<file path="src/rtl/class_pkg.sv">
// Shared types and default widths for the classifier value-memory path.
package class_pkg;

  localparam int unsigned NUM_CAND          = 4;
  localparam int unsigned DEFAULT_VT_AWIDTH = 15;
  localparam int unsigned DEFAULT_KEY_LEN   = 276;

  typedef enum logic [1:0] {
    StIdle,
    StLkup,
    StHost
  } class_vmem_arb_state_e;

endpackage

</file>
<file path="src/rtl/class_vmem_rd_ret.sv">
// Host read-return tracker: valid shift register and capture of the memory read data.
module class_vmem_rd_ret
  import class_pkg::*;
#(
  parameter int unsigned KEY_LEN = DEFAULT_KEY_LEN,
  parameter int unsigned RD_LAT  = 4
) (
  input  logic               clk,
  input  logic               rst,
  input  logic               rd_issue,
  input  logic [KEY_LEN-1:0] val_mem_dout_q,
  output logic               host_rdata_vld,
  output logic [KEY_LEN-1:0] host_rdata
);

  logic [RD_LAT:0]    vld_q;
  logic [KEY_LEN-1:0] rdata_q;

  // Stage RD_LAT-1 is the cycle the memory data is valid; the last stage presents it.
  always_ff @(posedge clk) begin
    if (rst) begin
      vld_q   <= '0;
      rdata_q <= '0;
    end else begin
      vld_q <= {vld_q[RD_LAT-1:0], rd_issue};
      if (vld_q[RD_LAT-1]) begin
        rdata_q <= val_mem_dout_q;
      end
    end
  end

  assign host_rdata_vld = vld_q[RD_LAT];
  assign host_rdata     = rdata_q;

endmodule

</file>
<file path="src/rtl/class_vmem_arb.sv">
// Value-memory sequencer/arbiter: four-slot lookup bursts plus single-cycle host accesses.
// Defining CLASS_VMEM_ARB_HOST_FAIRNESS_EN bounds host starvation.
module class_vmem_arb
  import class_pkg::*;
#(
  parameter int unsigned KEY_LEN       = DEFAULT_KEY_LEN,
  parameter int unsigned VT_AWIDTH     = DEFAULT_VT_AWIDTH,
  parameter int unsigned RD_LAT        = 4,
  parameter int unsigned HOST_MAX_WAIT = 64
) (
  input  logic                          clk,
  input  logic                          rst,
  input  logic                          lk_vld,
  output logic                          lk_rdy,
  input  logic                          lk_err,
  input  logic [NUM_CAND-1:0]           lk_hit_mask,
  input  logic [NUM_CAND*VT_AWIDTH-1:0] lk_ptr,
  input  logic [KEY_LEN-1:0]            lk_key,
  output logic                          pkt_strobe,
  output logic                          pkt_hbkt_err,
  output logic                          pkt_hbkt_hit_miss,
  output logic [VT_AWIDTH-1:0]          val_ptr,
  output logic [KEY_LEN-1:0]            key_orig,
  input  logic                          host_req,
  input  logic                          host_we,
  input  logic [VT_AWIDTH-1:0]          host_addr,
  input  logic [KEY_LEN-1:0]            host_wdata,
  output logic                          host_gnt,
  output logic                          host_rdata_vld,
  output logic [KEY_LEN-1:0]            host_rdata,
  output logic                          vmem_en,
  output logic                          vmem_we,
  output logic [VT_AWIDTH-1:0]          vmem_addr,
  output logic [KEY_LEN-1:0]            vmem_din,
  input  logic [KEY_LEN-1:0]            val_mem_dout_q
);

  class_vmem_arb_state_e         state_q;
  logic [1:0]                    slot_q;
  logic [1:0]                    slot_nxt;
  logic                          err_q;
  logic [NUM_CAND-1:0]           mask_q;
  logic [NUM_CAND*VT_AWIDTH-1:0] ptr_q;
  logic [KEY_LEN-1:0]            key_q;
  logic [VT_AWIDTH-1:0]          ptr_nxt;
  logic                          at_boundary;
  logic                          lk_acc;
  logic                          host_force;
  logic                          rd_issue;

`ifdef CLASS_VMEM_ARB_HOST_FAIRNESS_EN
  localparam logic [7:0] MaxWait = 8'(HOST_MAX_WAIT);

  logic [7:0] wait_q;

  always_ff @(posedge clk) begin
    if (rst || host_gnt) begin
      wait_q <= '0;
    end else if (host_req && (wait_q != 8'hff)) begin
      wait_q <= wait_q + 8'd1;
    end
  end

  assign host_force = (wait_q >= MaxWait);
`else
  logic unused_host_max_wait;
  assign unused_host_max_wait = ^HOST_MAX_WAIT;
  assign host_force           = 1'b0;
`endif

  assign slot_nxt    = slot_q + 2'd1;
  assign ptr_nxt     = ptr_q[32'(slot_nxt) * VT_AWIDTH +: VT_AWIDTH];
  assign at_boundary = (state_q == StIdle) || ((state_q == StLkup) && (slot_q == 2'd3));
  assign lk_rdy      = !rst && at_boundary && !host_force;
  assign lk_acc      = lk_vld && lk_rdy;
  assign key_orig    = key_q;
  assign rd_issue    = host_gnt && !vmem_we;

  // Outputs are registered alongside the state so each slot's sideband lines up with vmem_en.
  always_ff @(posedge clk) begin
    if (rst) begin
      state_q           <= StIdle;
      slot_q            <= '0;
      err_q             <= 1'b0;
      mask_q            <= '0;
      ptr_q             <= '0;
      key_q             <= '0;
      pkt_strobe        <= 1'b0;
      pkt_hbkt_err      <= 1'b0;
      pkt_hbkt_hit_miss <= 1'b0;
      val_ptr           <= '0;
      host_gnt          <= 1'b0;
      vmem_en           <= 1'b0;
      vmem_we           <= 1'b0;
      vmem_addr         <= '0;
      vmem_din          <= '0;
    end else begin
      pkt_strobe        <= 1'b0;
      pkt_hbkt_err      <= 1'b0;
      pkt_hbkt_hit_miss <= 1'b0;
      host_gnt          <= 1'b0;
      vmem_en           <= 1'b0;
      vmem_we           <= 1'b0;
      if (at_boundary) begin
        if (lk_acc) begin
          state_q           <= StLkup;
          slot_q            <= 2'd0;
          err_q             <= lk_err;
          mask_q            <= lk_hit_mask;
          ptr_q             <= lk_ptr;
          key_q             <= lk_key;
          pkt_strobe        <= 1'b1;
          pkt_hbkt_err      <= lk_err;
          pkt_hbkt_hit_miss <= lk_hit_mask[0];
          val_ptr           <= lk_ptr[VT_AWIDTH-1:0];
          vmem_en           <= lk_hit_mask[0] && !lk_err;
          vmem_addr         <= lk_ptr[VT_AWIDTH-1:0];
        end else if (host_req) begin
          state_q   <= StHost;
          host_gnt  <= 1'b1;
          vmem_en   <= 1'b1;
          vmem_we   <= host_we;
          vmem_addr <= host_addr;
          vmem_din  <= host_wdata;
        end else begin
          state_q <= StIdle;
        end
      end else if (state_q == StLkup) begin
        slot_q            <= slot_nxt;
        pkt_hbkt_err      <= err_q;
        pkt_hbkt_hit_miss <= mask_q[slot_nxt];
        val_ptr           <= ptr_nxt;
        vmem_en           <= mask_q[slot_nxt] && !err_q;
        vmem_addr         <= ptr_nxt;
      end else begin
        state_q <= StIdle;
      end
    end
  end

  class_vmem_rd_ret #(
    .KEY_LEN(KEY_LEN),
    .RD_LAT (RD_LAT)
  ) u_rd_ret (
    .clk           (clk),
    .rst           (rst),
    .rd_issue      (rd_issue),
    .val_mem_dout_q(val_mem_dout_q),
    .host_rdata_vld(host_rdata_vld),
    .host_rdata    (host_rdata)
  );

endmodule
</file>
<file path="config.mk">
export PLATFORM = sky130hd
export DESIGN_NAME = class_vmem_arb
export DESIGN_NICKNAME = d
export VERILOG_FILES = /design/src/rtl/class_pkg.sv /design/src/rtl/class_vmem_rd_ret.sv /design/src/rtl/class_vmem_arb.sv
export SDC_FILE = /design/constraint.sdc
export NUM_CORES = 2
export LEC_CHECK = 0
export BUFFER_PORTS_ARGS = -buffer_cell sky130_fd_sc_hd__buf_4
export CORE_AREA = 8 8 682 684
export DETAILED_ROUTE_END_ITERATION = 12
export DIE_AREA = 0 0 690 692
export GPL_ROUTABILITY_DRIVEN = 0
export GPL_TIMING_DRIVEN = 0
export HOLD_SLACK_MARGIN = 0.15
export SETUP_SLACK_MARGIN = 0.02
export SKIP_CTS_REPAIR_TIMING = 1
export SYNTH_ARGS = -nofsm -noshare
export SYNTH_HDL_FRONTEND = slang
export SYNTH_SLANG_ARGS = --single-unit
</file>
<file path="constraint.sdc">
create_clock -name clk -period 5.2 [get_ports clk]
set_input_delay 0.26 -clock clk [delete_from_list [all_inputs] [get_ports clk]]
set_output_delay 0.26 -clock clk [all_outputs]
set_load 0.1 [all_outputs]
</file>
* Word level (Yosys, flattened, before mapping) *
Cells that the tools add are included.
W data, S select, Z words.

operators by class
  $add $sub $neg = 1
  $mul = 1
  order comparisons = 1
  equality and inequality tests = 5
  shift operators = 1
  multiplexer cells = 26
  bitwise logic cells = 3
  reduce and logical (&&, ||, !) cells = 20

operators with widths
  kind                   number
  $mux W15               6
  $shiftx A60 B7 Y15     1
  $mux W2                7
  $mux W1                12
  $logic_and A1 B1 Y1    6
  $mul A2 B4 Y6 const B  1
  $reduce_and A2 Y1      3
  $logic_not A1 Y1       4
  $reduce_or A4 Y1       1
  $lt A2 B3 Y1 const B   1
  $ne A3 B2 Y1 const B   1
  $not A1 Y1             3
  $reduce_and A3 Y1      1
  $reduce_or A3 Y1       1
  $add A2 B1 Y2 const B  1
  $bmux W1 S2            1
  $eq A2 B1 Y1 const B   1
  $eq A2 B2 Y1 const B   1
  $logic_not A2 Y1       1
  $ne A2 B1 Y1 const B   1
  $ne A2 B2 Y1 const B   1
  $reduce_bool A2 Y1     1
  $reduce_or A2 Y1       1
  $logic_or A1 B1 Y1     1

storage, ports and cells
  register bits after elaboration = 938
  input bits = 913
  word-level logic and storage cells = 75

* Logic depth before layout (Yosys ltp) *
  word-level depth = 7
  depth in mapped cells = 9

* Hierarchy *
From an unflattened synthesis, not the netlist that was laid out.

second synthesis, totals
  cell total of the unflattened synthesis = 3,839
  area total of the unflattened synthesis = 34,327.9 um^2

by module, submodules not included
  module             times used  cells each  area an instance (um^2)  sequential area each (um^2)
  class_vmem_arb     1           2,939       24,314.6                 13,152.6
  class_vmem_rd_ret  1           900         10,013.4                 5,625.4

* Worst setup path before layout *
No wires, ideal clock.

  path kind = register -> output
  start point = reg slot_q[0]
  end point = out lk_rdy
  arrival time = 2.428 ns
  required time = 4.940 ns
  setup slack = 2.512 ns
  cell stages (with the launch flop) = 7
  path through = dfxtp_1 -> ha_1 -> nand2b_1 -> buf_2 -> nand2_1 -> clkbuf_1 -> nor2_1

between the ends
  cells in the longest elaborated chain, start to end = 4

ends and longest elaborated chain
  element                 line                   text
  start, declared         class_vmem_arb.sv:39   logic [1:0] slot_q;
  start signal, assigned  class_vmem_arb.sv:129  slot_q <= slot_nxt;
  $eq A2 B2 Y1            class_vmem_arb.sv:73   assign at_boundary = (state_q == StIdle) || ((state_q == StLkup) && (slot_q == 2'd3));
  $logic_and A1 B1 Y1     class_vmem_arb.sv:73
  $logic_or A1 B1 Y1      class_vmem_arb.sv:73
  $logic_and A1 B1 Y1     class_vmem_arb.sv:74   assign lk_rdy = !rst && at_boundary && !host_force;
  end, declared           class_vmem_arb.sv:14   output logic lk_rdy,

Every way passes these cells.

* Final worst setup path *
Ends and elaborated chain as after synthesis.

==> results.toml <==
[detailed_routing]
ant_nets = 0
avgRoutedWirePerCell_um = 32.7
routed_via_density = 3.31
vias = 43419
dr.first_iter.drc_count = 4369
drt-total-wl_mm = 429
route.detailed.drc = 0
first_pass_iters = 8

[synthesis]
synthCells = 3838
synthArstFlopShare = 0
syn_area_per_cell_um2 = 8.87
ys_ff_latch = 938
synth_xor_xnor_area_share = 0
synthAdderAreaFrac = 0.000368
synth_compound_area_frac = 0.0663
syn_nets = 4752
yosys_warnings = 0
seq_area_frac_synth = 0.552
yosys_most_used_dff = "dfxtp_1"
synth_top_cell_area_share = 0.552
synth_area_leaders = "dfxtp_1 (55%), nand2_1 (14%), mux2i_1 (8.1%)"
synthMuxAreaShare = 0.0918
synth-simple-area-share = 0.244
yosysTopAreaCell = "dfxtp_1"
synth_area_um2 = 34000
synth_edf_count = 0
synth_top_family_by_area = "simple AND/OR/NAND/NOR gates"
yosys.cell_types.count = 36

[critical_path]
critPathKind = "flop to output port"
crit_start = "slot_q[0]"
critPathLaunchType = "flop"
r2r-start = "slot_q[0]"
cp-end-kind = "output port"
worstPathRequired_ns = 4.94
r2r_slack_ns = 2.21
cp_max_fo = 10
crit_arrival_ns = 3.22

[timing]
period_share = 0.669
rsz0062_at_grt = "no"
relSlewSlack = 0.136
clock.fmax_mhz = 288
drv_slew = 0
tns_ns = 0
tightest_slew_ns = 1.30
skew_ns = 0.125
hold_viol = 0
setup_viol = 0
min_period_ns = 3.48

[grt]
grt_antenna_before_repair = 376
grt_use_total = 0.165
first_global_vias = 35959
grt_first_pass_wirelength_mm = 495
grt_overflow_total = 0
grt_start_max_net_pins = 20

[cells_and_area]
area_growth_pct = 105
drive_gt1_frac = 0.310
instances_no_fill = 13108
finalNetCount = 7685

[clock_tree]
cts-root-buf = "clkbuf_16"
clock_sinks = 938
clk_pin_slew_ns = 0.06
clock_tree.buffer_depth = 4
numCtsBuffers = 121
htree_levels = 3
clk_latency_ns = 0.90
cts_tree = "built"

[die]
rows = 248
die_w_um = 690
core_um2 = 454000
io_pins = 1779
die_y_um = 692
start_util = 0.0749
die_area_um2 = 477000

[run]
max-cap-violations = 0

[power]
peakVddDrop_mv = 0.272
leakage_nw = 28.7
power_w = 0.0228
p_per_area_nw_per_um2 = 327

[run_status]
status = "completed"

[worst_hold_path]
hold_class = "input pin to flop"
min_from = "lk_ptr[42]"

[placement]
hpwl_mm = 379
io_buffers = 1778
dp_cells = 11618
## Yosys cell counts, drive strengths merged, types with 2 or more instances
master	instances
dfxtp	938
clkbuf	145
nor2b	6
nor2	296
o21ai	49
a21oi	342
a211oi	15
inv	2
nand2b	50
nor3	3
nand3	3
nand2	1248
buf	148
mux4	16
a311o	15
mux2i	276
nand3b	276
## through the flow
| stage | utilization | worst slack, ns | hold slack (ns) | cell area (um2) |
|---|---|---|---|---|
| 2_1_floorplan | - | 2.51 | 0.337 | 34000 |
| 3_3_place_gp | 0.121 | 0.559 | 0.412 | 54900 |
| 3_5_place_dp | 0.121 | 1.82 | 0.424 | 54900 |
| 4_1_cts | 0.130 | 1.55 | -0.555 | 58900 |
| 5_1_grt | 0.153 | 1.52 | 0.146 | 69600 |
| 6_report | 0.154 | 1.72 | 0.164 | 69800 |
## path summary, 6_finish.rpt
check / endpoint / depth (start not counted)
max: lk_rdy / 7
min: ptr_q[42] / 4
max reg2reg: key_orig[99] / 7
min reg2reg: u_rd_ret.vld_q[1] / 1
## kinds of logic (layout without fill, tap and decap cells)
logic type / after synthesis / after routing
other: 0 / 245
and+or+nand+nor: 1888 / 1888
buffers and inverters: 295 / 3320
DFF: 938 / 938
muxes: 292 / 292
AOI/OAI and AO/OA: 424 / 424
adders and majority gates: 1 / 1
## registers in the layout (all words and copies together) (netlist names), 2 cells and up
register / count
key_orig: 276
u_rd_ret.host_rdata: 276
vmem_din: 276
ptr_q: 60
val_ptr: 15
vmem_addr: 15
u_rd_ret.vld_q: 5
mask_q: 4
slot_q: 2
state_q: 2
## report_power, final
part           internal (W)  leakage (nW)  switching (W)
sequential          0.00756          7.66       0.000237
combinational       0.00173          19.1        0.00465
clock               0.00489          1.97        0.00376
total                0.0142          28.7        0.00864
## placed cells by master (no fill, tap or decap), types with 38 or more instances in the layout
cell           Yosys  final
diode_2            0    245
clkbuf_16          0    122
buf_6             38     38
nand2b_1          50     50
nand3b_1         276    276
dfxtp_1          938    938
buf_2             58     58
mux2i_1          276    276
dlygate4sd3_1      0   1030
a21oi_1          341    341
nor2_1           295    295
clkbuf_1         143    154
nand2_1         1248   1248
buf_4             23   1801
## critical path, cell delays in order (launching register included)
cell	delay, ns
dfxtp_1	0.31
ha_1	0.20
nand2b_1	0.20
buf_2	0.21
nand2_1	0.21
clkbuf_1	0.74
nor2_1	0.14
buf_4	0.28
## per-layer routing
layer,vias to the layer above,global-route usage,share of wire
li1,18682,-,-
met1,20320,0.150,0.32
met2,3163,0.280,0.47
met3,1152,0.127,0.15
met4,102,0.0609,0.052
met5,-,0.000200,0.0019
## cell type report
type | instances | area (um2)
sequential | 938 | 18800
inverter | 2 | 7.51
timing repair buffer | 2810 | 23700
buffer | 293 | 1550
clock inverter | 53 | 528
clock buffer | 162 | 3440
tap | 6000 | 7510
antenna | 245 | 613
fill | 51169 | 384000
multi-input combinational | 2605 | 13700
(Power assumes the default switching activity.)
